`src/rtl/seg_scan_driver_pkg.sv`:
```
// ---------------------------------------------------------------------------
// seg_scan_driver_pkg
//
// Purpose:
//    Shared constants, types and small helpers for the seven-segment scan
//    driver and its hex decoder.
//
// Contents:
//    SEG_BLANK    - all segments off (active-low bus).
//    AN_OFF       - all digit anodes off (active-low).
//    dig_t        - 2-bit digit slot index.
//    DIG_*        - which source each digit slot shows.
//    an_select()  - active-low one-hot anode pattern for a digit index.
//    lit_cycles() - length of the lit window for a given dimming level.
//
// Build option:
//    SEG_SCAN_DIM_EN - when defined, the top level adds PWM dimming. The
//    package itself is identical in both builds.
// ---------------------------------------------------------------------------
package seg_scan_driver_pkg;

   localparam logic [6:0] SEG_BLANK = 7'h7F;
   localparam logic [3:0] AN_OFF    = 4'hF;

   typedef logic [1:0] dig_t;

   localparam dig_t DIG_REG1 = 2'd0;
   localparam dig_t DIG_REG2 = 2'd1;
   localparam dig_t DIG_SWLO = 2'd2;
   localparam dig_t DIG_SWHI = 2'd3;

   // Anodes are active-low, so the selected digit is the single zero.
   function automatic logic [3:0] an_select(input dig_t dig);
      return ~(4'b0001 << dig);
   endfunction

   // Number of lit cycles after blanking for a dimming level.
   // Level 3 gives the whole window, level 0 a quarter of it.
   function automatic int lit_cycles(input logic [1:0] level, input int width);
      return ((int'(level) + 1) * width) / 4;
   endfunction

endpackage

```
`src/rtl/seg_scan_driver_hex7seg.sv`:
```
// ---------------------------------------------------------------------------
// hex7seg
//
// Purpose:
//    Combinational decoder from a 4-bit value to an active-low
//    seven-segment pattern. Bit order of seg is {g,f,e,d,c,b,a}. Letters
//    b and d are lower case so that they look different from 8 and 0.
//
// Ports:
//    hex  in  4  value to show (0..F)
//    seg  out 7  active-low segment pattern {g..a}
// ---------------------------------------------------------------------------
module hex7seg
   import seg_scan_driver_pkg::*;
(
   input  logic [3:0] hex,
   output logic [6:0] seg
);

   // Full lookup. The default keeps the block latch-free even though all
   // sixteen codes are listed.
   always_comb begin
      seg = SEG_BLANK;
      case (hex)
         4'h0:    seg = 7'b1000000;
         4'h1:    seg = 7'b1111001;
         4'h2:    seg = 7'b0100100;
         4'h3:    seg = 7'b0110000;
         4'h4:    seg = 7'b0011001;
         4'h5:    seg = 7'b0010010;
         4'h6:    seg = 7'b0000010;
         4'h7:    seg = 7'b1111000;
         4'h8:    seg = 7'b0000000;
         4'h9:    seg = 7'b0010000;
         4'hA:    seg = 7'b0001000;
         4'hB:    seg = 7'b0000011;
         4'hC:    seg = 7'b1000110;
         4'hD:    seg = 7'b0100001;
         4'hE:    seg = 7'b0000110;
         4'hF:    seg = 7'b0001110;
         default: seg = SEG_BLANK;
      endcase
   end

endmodule

```
`src/rtl/seg_scan_driver.sv`:
```
// ---------------------------------------------------------------------------
// seg_scan_driver
//
// Purpose:
//    Display back-end for the processor. Time-multiplexes the register-1
//    and register-2 segment patterns and the two hex nibbles of the switch
//    operand onto one 4-digit common-anode seven-segment display.
//
//    A refresh counter divides time into slots of REFRESH_DIV cycles. Each
//    slot starts with BLANK_CYCLES cycles of all anodes off so that the
//    segment bus can change without ghosting. All inputs are snapshotted at
//    the start of every slot, so input changes mid-slot never disturb the
//    lit digit. Slot order: reg1, reg2, sw[3:0], sw[7:4]. The decimal point
//    is lit alongside the sw[3:0] digit to mark the operand field.
//
// Parameters:
//    REFRESH_DIV   clock cycles per digit slot (>= 2)
//    BLANK_CYCLES  blanked cycles at the start of every slot (< REFRESH_DIV)
//
// Ports:
//    clk       in   1  system clock
//    rst       in   1  synchronous active-low reset
//    reg1_seg  in   7  register-1 pattern, active-low {g..a}
//    reg2_seg  in   7  register-2 pattern, active-low {g..a}
//    sw_in     in   8  switch operand
//    bright    in   2  dimming level, 3 = full on (SEG_SCAN_DIM_EN only)
//    seg_out   out  7  shared segment bus, active-low {g..a}
//    an_out    out  4  digit anodes, active-low
//    dp_out    out  1  decimal point, active-low
//
// Build option:
//    SEG_SCAN_DIM_EN - adds the bright port and PWM dimming: the anode is
//    lit only for the first ((bright+1)*W)/4 cycles after blanking, where
//    W = REFRESH_DIV - BLANK_CYCLES. Without it the anode is lit for all W.
// ---------------------------------------------------------------------------
module seg_scan_driver
   import seg_scan_driver_pkg::*;
#(
   parameter int REFRESH_DIV  = 50000,
   parameter int BLANK_CYCLES = 2000
) (
   input  logic       clk,
   input  logic       rst,
   input  logic [6:0] reg1_seg,
   input  logic [6:0] reg2_seg,
   input  logic [7:0] sw_in,
`ifdef SEG_SCAN_DIM_EN
   input  logic [1:0] bright,
`endif
   output logic [6:0] seg_out,
   output logic [3:0] an_out,
   output logic       dp_out
);

   localparam int              CNT_W   = $clog2(REFRESH_DIV);
   localparam logic [CNT_W-1:0] CNT_MAX = CNT_W'(REFRESH_DIV - 1);
   localparam logic [CNT_W-1:0] BLANK_C = CNT_W'(BLANK_CYCLES);

   // Current state
   logic [CNT_W-1:0] cnt;
   dig_t             dig;
   logic             running;
   logic [6:0]       snap_reg1;
   logic [6:0]       snap_reg2;
   logic [7:0]       snap_sw;

   // Next state
   logic [CNT_W-1:0] cnt_next;
   dig_t             dig_next;
   logic             slot_start;
   logic [6:0]       reg1_next;
   logic [6:0]       reg2_next;
   logic [7:0]       sw_next;

   // Output values that will be registered this edge
   logic [6:0]       seg_next;
   logic [3:0]       an_next;
   logic             dp_next;
   logic             lit;

   logic [6:0]       hex_lo;
   logic [6:0]       hex_hi;

`ifdef SEG_SCAN_DIM_EN
   logic [1:0]       snap_bright;
   logic [1:0]       bright_next;
   int               lit_end;
`endif

   // The first edge after reset release opens slot 0 with cnt held at 0,
   // so slot 0 gets its full BLANK_CYCLES of blanking just like every other
   // slot. After that, cnt counts up and each wrap opens the next slot.
   always_comb begin
      cnt_next   = cnt + 1'b1;
      dig_next   = dig;
      slot_start = 1'b0;
      if (!running) begin
         cnt_next   = '0;
         slot_start = 1'b1;
      end else if (cnt == CNT_MAX) begin
         cnt_next   = '0;
         dig_next   = dig + 2'd1;
         slot_start = 1'b1;
      end
   end

   // Inputs are sampled only when a slot opens; between slot starts the
   // snapshot is held, which keeps the lit digit stable.
   always_comb begin
      reg1_next = snap_reg1;
      reg2_next = snap_reg2;
      sw_next   = snap_sw;
      if (slot_start) begin
         reg1_next = reg1_seg;
         reg2_next = reg2_seg;
         sw_next   = sw_in;
      end
   end

`ifdef SEG_SCAN_DIM_EN
   // The dimming level belongs to the slot snapshot as well.
   always_comb begin
      bright_next = snap_bright;
      if (slot_start) begin
         bright_next = bright;
      end
   end
`endif

   // Operand nibbles are decoded from the next-state snapshot so that a new
   // slot shows its own digit on its very first edge.
   hex7seg u_hex_lo (
      .hex (sw_next[3:0]),
      .seg (hex_lo)
   );

   hex7seg u_hex_hi (
      .hex (sw_next[7:4]),
      .seg (hex_hi)
   );

   // Outputs are derived from next-state cnt/dig so the registered outputs
   // line up with the slot the counter is in, without a cycle of lag.
   always_comb begin
      seg_next = SEG_BLANK;
      case (dig_next)
         DIG_REG1: seg_next = reg1_next;
         DIG_REG2: seg_next = reg2_next;
         DIG_SWLO: seg_next = hex_lo;
         DIG_SWHI: seg_next = hex_hi;
         default:  seg_next = SEG_BLANK;
      endcase

`ifdef SEG_SCAN_DIM_EN
      lit_end = BLANK_CYCLES + lit_cycles(bright_next, REFRESH_DIV - BLANK_CYCLES);
      lit     = (cnt_next >= BLANK_C) && (int'(cnt_next) < lit_end);
`else
      lit     = (cnt_next >= BLANK_C);
`endif

      an_next = lit ? an_select(dig_next) : AN_OFF;
      dp_next = !(lit && (dig_next == DIG_SWLO));
   end

   // Single state register. Reset takes priority over a slot wrap on the
   // same edge and aborts whatever slot was in progress.
   always_ff @(posedge clk) begin
      if (!rst) begin
         cnt         <= '0;
         dig         <= DIG_REG1;
         running     <= 1'b0;
         snap_reg1   <= '0;
         snap_reg2   <= '0;
         snap_sw     <= '0;
`ifdef SEG_SCAN_DIM_EN
         snap_bright <= '0;
`endif
         seg_out     <= SEG_BLANK;
         an_out      <= AN_OFF;
         dp_out      <= 1'b1;
      end else begin
         cnt         <= cnt_next;
         dig         <= dig_next;
         running     <= 1'b1;
         snap_reg1   <= reg1_next;
         snap_reg2   <= reg2_next;
         snap_sw     <= sw_next;
`ifdef SEG_SCAN_DIM_EN
         snap_bright <= bright_next;
`endif
         seg_out     <= seg_next;
         an_out      <= an_next;
         dp_out      <= dp_next;
      end
   end

endmodule

```
`config.mk`:
```
export PLATFORM = sky130hd
export DESIGN_NAME = seg_scan_driver
export DESIGN_NICKNAME = d
export VERILOG_FILES = /design/src/rtl/seg_scan_driver_pkg.sv /design/src/rtl/seg_scan_driver_hex7seg.sv /design/src/rtl/seg_scan_driver.sv
export SDC_FILE = /design/constraint.sdc
export NUM_CORES = 1
export LEC_CHECK = 0
export CAP_MARGIN = 30
export CORE_AREA = 10 10 104 106
export DETAILED_ROUTE_END_ITERATION = 10
export DIE_AREA = 0 0 114 116
export GPL_TIMING_DRIVEN = 0
export SLEW_MARGIN = 10
export SYNTH_ARGS = -nofsm -noshare
export SYNTH_HDL_FRONTEND = slang
export SYNTH_SLANG_ARGS = --single-unit
```
`constraint.sdc`:
```
create_clock -name clk -period 4.04 [get_ports clk]
set_input_delay 1.212 -clock clk [delete_from_list [all_inputs] [get_ports clk]]
set_output_delay 1.212 -clock clk [all_outputs]
set_load 0.05 [all_outputs]
```
==> metrics <==
result of the run finished clean; relative slew slack 54.2%; detailed-routing iteration count for the pre-antenna-repair pass 4; cell types with the highest counts after synthesis dfxtp_1, nand2_1, clkbuf_1; synthesized area 3440 µm²; fin nets 499; htree depth 2; overflow left after global routing 0; number of global-route vias before repair 3055; setup tns final 0 ps; Hold Slack 462 ps; async set-reset flop share out of synthesis 0%; RSZ-0062 raised after global routing false; syn avg cell area 7.92 µm²; pin slew with the least headroom to its limit 685 ps; Final Wtd Congestion 0.903; number of sinks on the clock net 53; worst-case clock skew 8.66 ps; Starting DRT DRC Count 194; total of buffers placed on input and output ports 33; clock input transition at the sequential cells of the worst setup and hold paths 100 ps; number of pins with negative max-slew slack in the final report 0; achievable frequency 320 MHz; time the final worst path needs with I/O delays and setup 3120 ps; WS Path Type register to register; initial antenna violation count 0; Avg WL per Cell 16.0 µm; number of standard cells in the layout, taps in and fillers out 583; Critical Path AT 3330 ps; worst-path fanout max 10; clk_lat worst skew 300 ps; share of cells above drive strength 1 6.11%; Global Route Usage Sum 13.9%; io pins 36; Post-synth EDFFs 0; total leakage power 1.38 nW; overall die width 114 µm; die outline height 116 µm; yosys synthesis warning count 0; sequential fraction of the synthesis area 30.9%; antenna cell count 0; endpoint required time on the critical path 4240 ps; number of instances in the synthesized netlist 434; leading cell types by total area after synthesis dfxtp_1, nand2_1, mux2i_1, nor2b_1, xnor2_1; pin count of the biggest net entering global routing 17; number of synthesized register bits 53; crit path capture type register; post-CTS setup buffer count 0; Gates resized, CTS repair 0; Post-CTS Hold Buffers 0; number of failing setup endpoints in the final timing report 0; fraction of the core area covered by cells at the end of the flow 46.0%; category of the worst setup path launch point register; Max VDD drop 0.000116 V; floorplan die area 13200 µm²; number of failing hold endpoints at the final stage 0; half-perimeter wire length after placement 7.03 mm; via count 3267; Inserted Clock Buffers 5; number of maximum-capacitance violations 0; total wire length 9.35 mm; Unique masters post-synth 69; TritonCTS clock tree built; root cell of the clock tree clkbuf_8; initial standard-cell utilization of the core 39.6%; standard-cell rows 34; most area-hungry cell type in the Yosys netlist dfxtp_1; first-pass GRT wire length 15.3 mm; antenna violation net count after detailed routing 0; # placed instances 575; area growth from synthesis to layout 16.1%; Remaining DRCs 0; clock buffer depth 2; Vias/cell 5.60; Core Region 8680 µm²; share of Yosys cell area claimed by the top area cell type 30.9%; part of the cycle the worst path needs 77.2%; Synthesized Nets 459; Pwr per Cell Area 269 nW/µm²; most instantiated flip-flop cell in the synthesis netlist dfxtp_1; worst hold-check path type register to register
==> flip-flops by register name, summed over array words and instances (netlist names) <==
register / count
an_out: 4
snap_reg2: 7
snap_sw: 8
snap_reg1: 7
cnt: 16
dig: 2
running: 1
seg_out: 7
dp_out: 1
==> final timing paths <==
kind                                         startpoint                      end  slack [ps]  cells past startpoint
worst max-delay path                  cnt[0]$_SDFF_PN0_    seg_out[4]$_SDFF_PN1_         920                      9
worst min-delay path            snap_reg2[4]$_SDFF_PN0_  snap_reg2[4]$_SDFF_PN0_         460                      2
worst max register to register        cnt[0]$_SDFF_PN0_    seg_out[4]$_SDFF_PN1_         920                      9
worst min register to register  snap_reg2[4]$_SDFF_PN0_  snap_reg2[4]$_SDFF_PN0_         460                      2
==> metrics by stage <==
| step | setup WS [ps] | instance area, µm² | power [W] |
|---|---|---|---|
| after floorplan | 1550 | 3440 | 0.000702 |
| after global placement | 764 | 3900 | 0.000775 |
| after detailed placement | 738 | 3900 | 0.000777 |
| after CTS | 917 | 3990 | 0.00108 |
| after global routing | 728 | 3990 | 0.00112 |
| final | 919 | 3990 | 0.00107 |
==> layout by cell type (no fill, tap or decap), types with 6 or more instances in the layout <==
| cell type | netlist | layout |
|---|---|---|
| mux2i_1 | 15 | 15 |
| nand2b_1 | 14 | 14 |
| nor2b_1 | 22 | 22 |
| a21oi_1 | 17 | 17 |
| nand4_1 | 14 | 14 |
| o211ai_1 | 8 | 8 |
| and3_1 | 6 | 6 |
| clkbuf_1 | 27 | 28 |
| nand3_1 | 9 | 9 |
| xnor2_1 | 12 | 12 |
| nor3_1 | 15 | 15 |
| inv_1 | 9 | 9 |
| buf_2 | 8 | 8 |
| and2_1 | 7 | 7 |
| o21ai_0 | 20 | 20 |
| nand2_1 | 53 | 53 |
| a21boi_1 | 10 | 10 |
| dfxtp_1 | 53 | 53 |
| nor2_1 | 24 | 24 |
| clkdlybuf4s50_1 | 0 | 33 |
| xor2_1 | 10 | 10 |
==> worst max-delay path, cell delays in order, from the launching register on <==
cell and delay (ps):
dfxtp_1 400, ha_1 160, clkbuf_1 290, nand4bb_1 380, o41ai_4 800, buf_6 230, o221ai_1 140, o21ai_0 150
o2111ai_1 200, o22a_1 270
==> metal layers <==
metal	track usage, %	vias to the layer above	share of wire, %
li1	-	1646	-
met1	18.5	1539	49
met2	22.4	72	44
met3	2.58	10	5.2
met4	4.09	0	1.6
met5	0	-	0
==> logic make-up (layout without fill, tap and decap cells) <==
group / Yosys count / count (layout) / share of synthesized area (%)
xor gates and xnor gates: 23 / 23 / 6.08
DFF: 53 / 53 / 30.9
AOI/OAI and AO/OA: 101 / 101 / 21.5
buffers and inverters: 47 / 88 / 5.97
muxes: 16 / 16 / 4.69
adders and majority gates: 1 / 1 / 0.364
and+or+nand+nor: 193 / 193 / 30.5
==> power breakdown <==
group / internal, W / switching [W] / total, W / leakage, nW
clock: 0.000123 / 0.000182 / 0.000304 / 0.0374
combinational: 0.0000886 / 0.000128 / 0.000216 / 0.910
sequential: 0.000541 / 0.00000953 / 0.000551 / 0.435
total: 0.000753 / 0.000319 / 0.00107 / 1.38
==> area by class of cell <==
type / instances / area [µm²]
Fill cell: 890 / 4690
Tap cell: 108 / 135
Multi-Input combinational cell: 334 / 2170
Buffer: 38 / 171
Inverter: 9 / 33.8
Clock buffer: 6 / 72.6
Sequential cell: 53 / 1060
Clock inverter: 2 / 15.0
Timing Repair Buffer: 33 / 330
(Power assumes the default switching activity.)
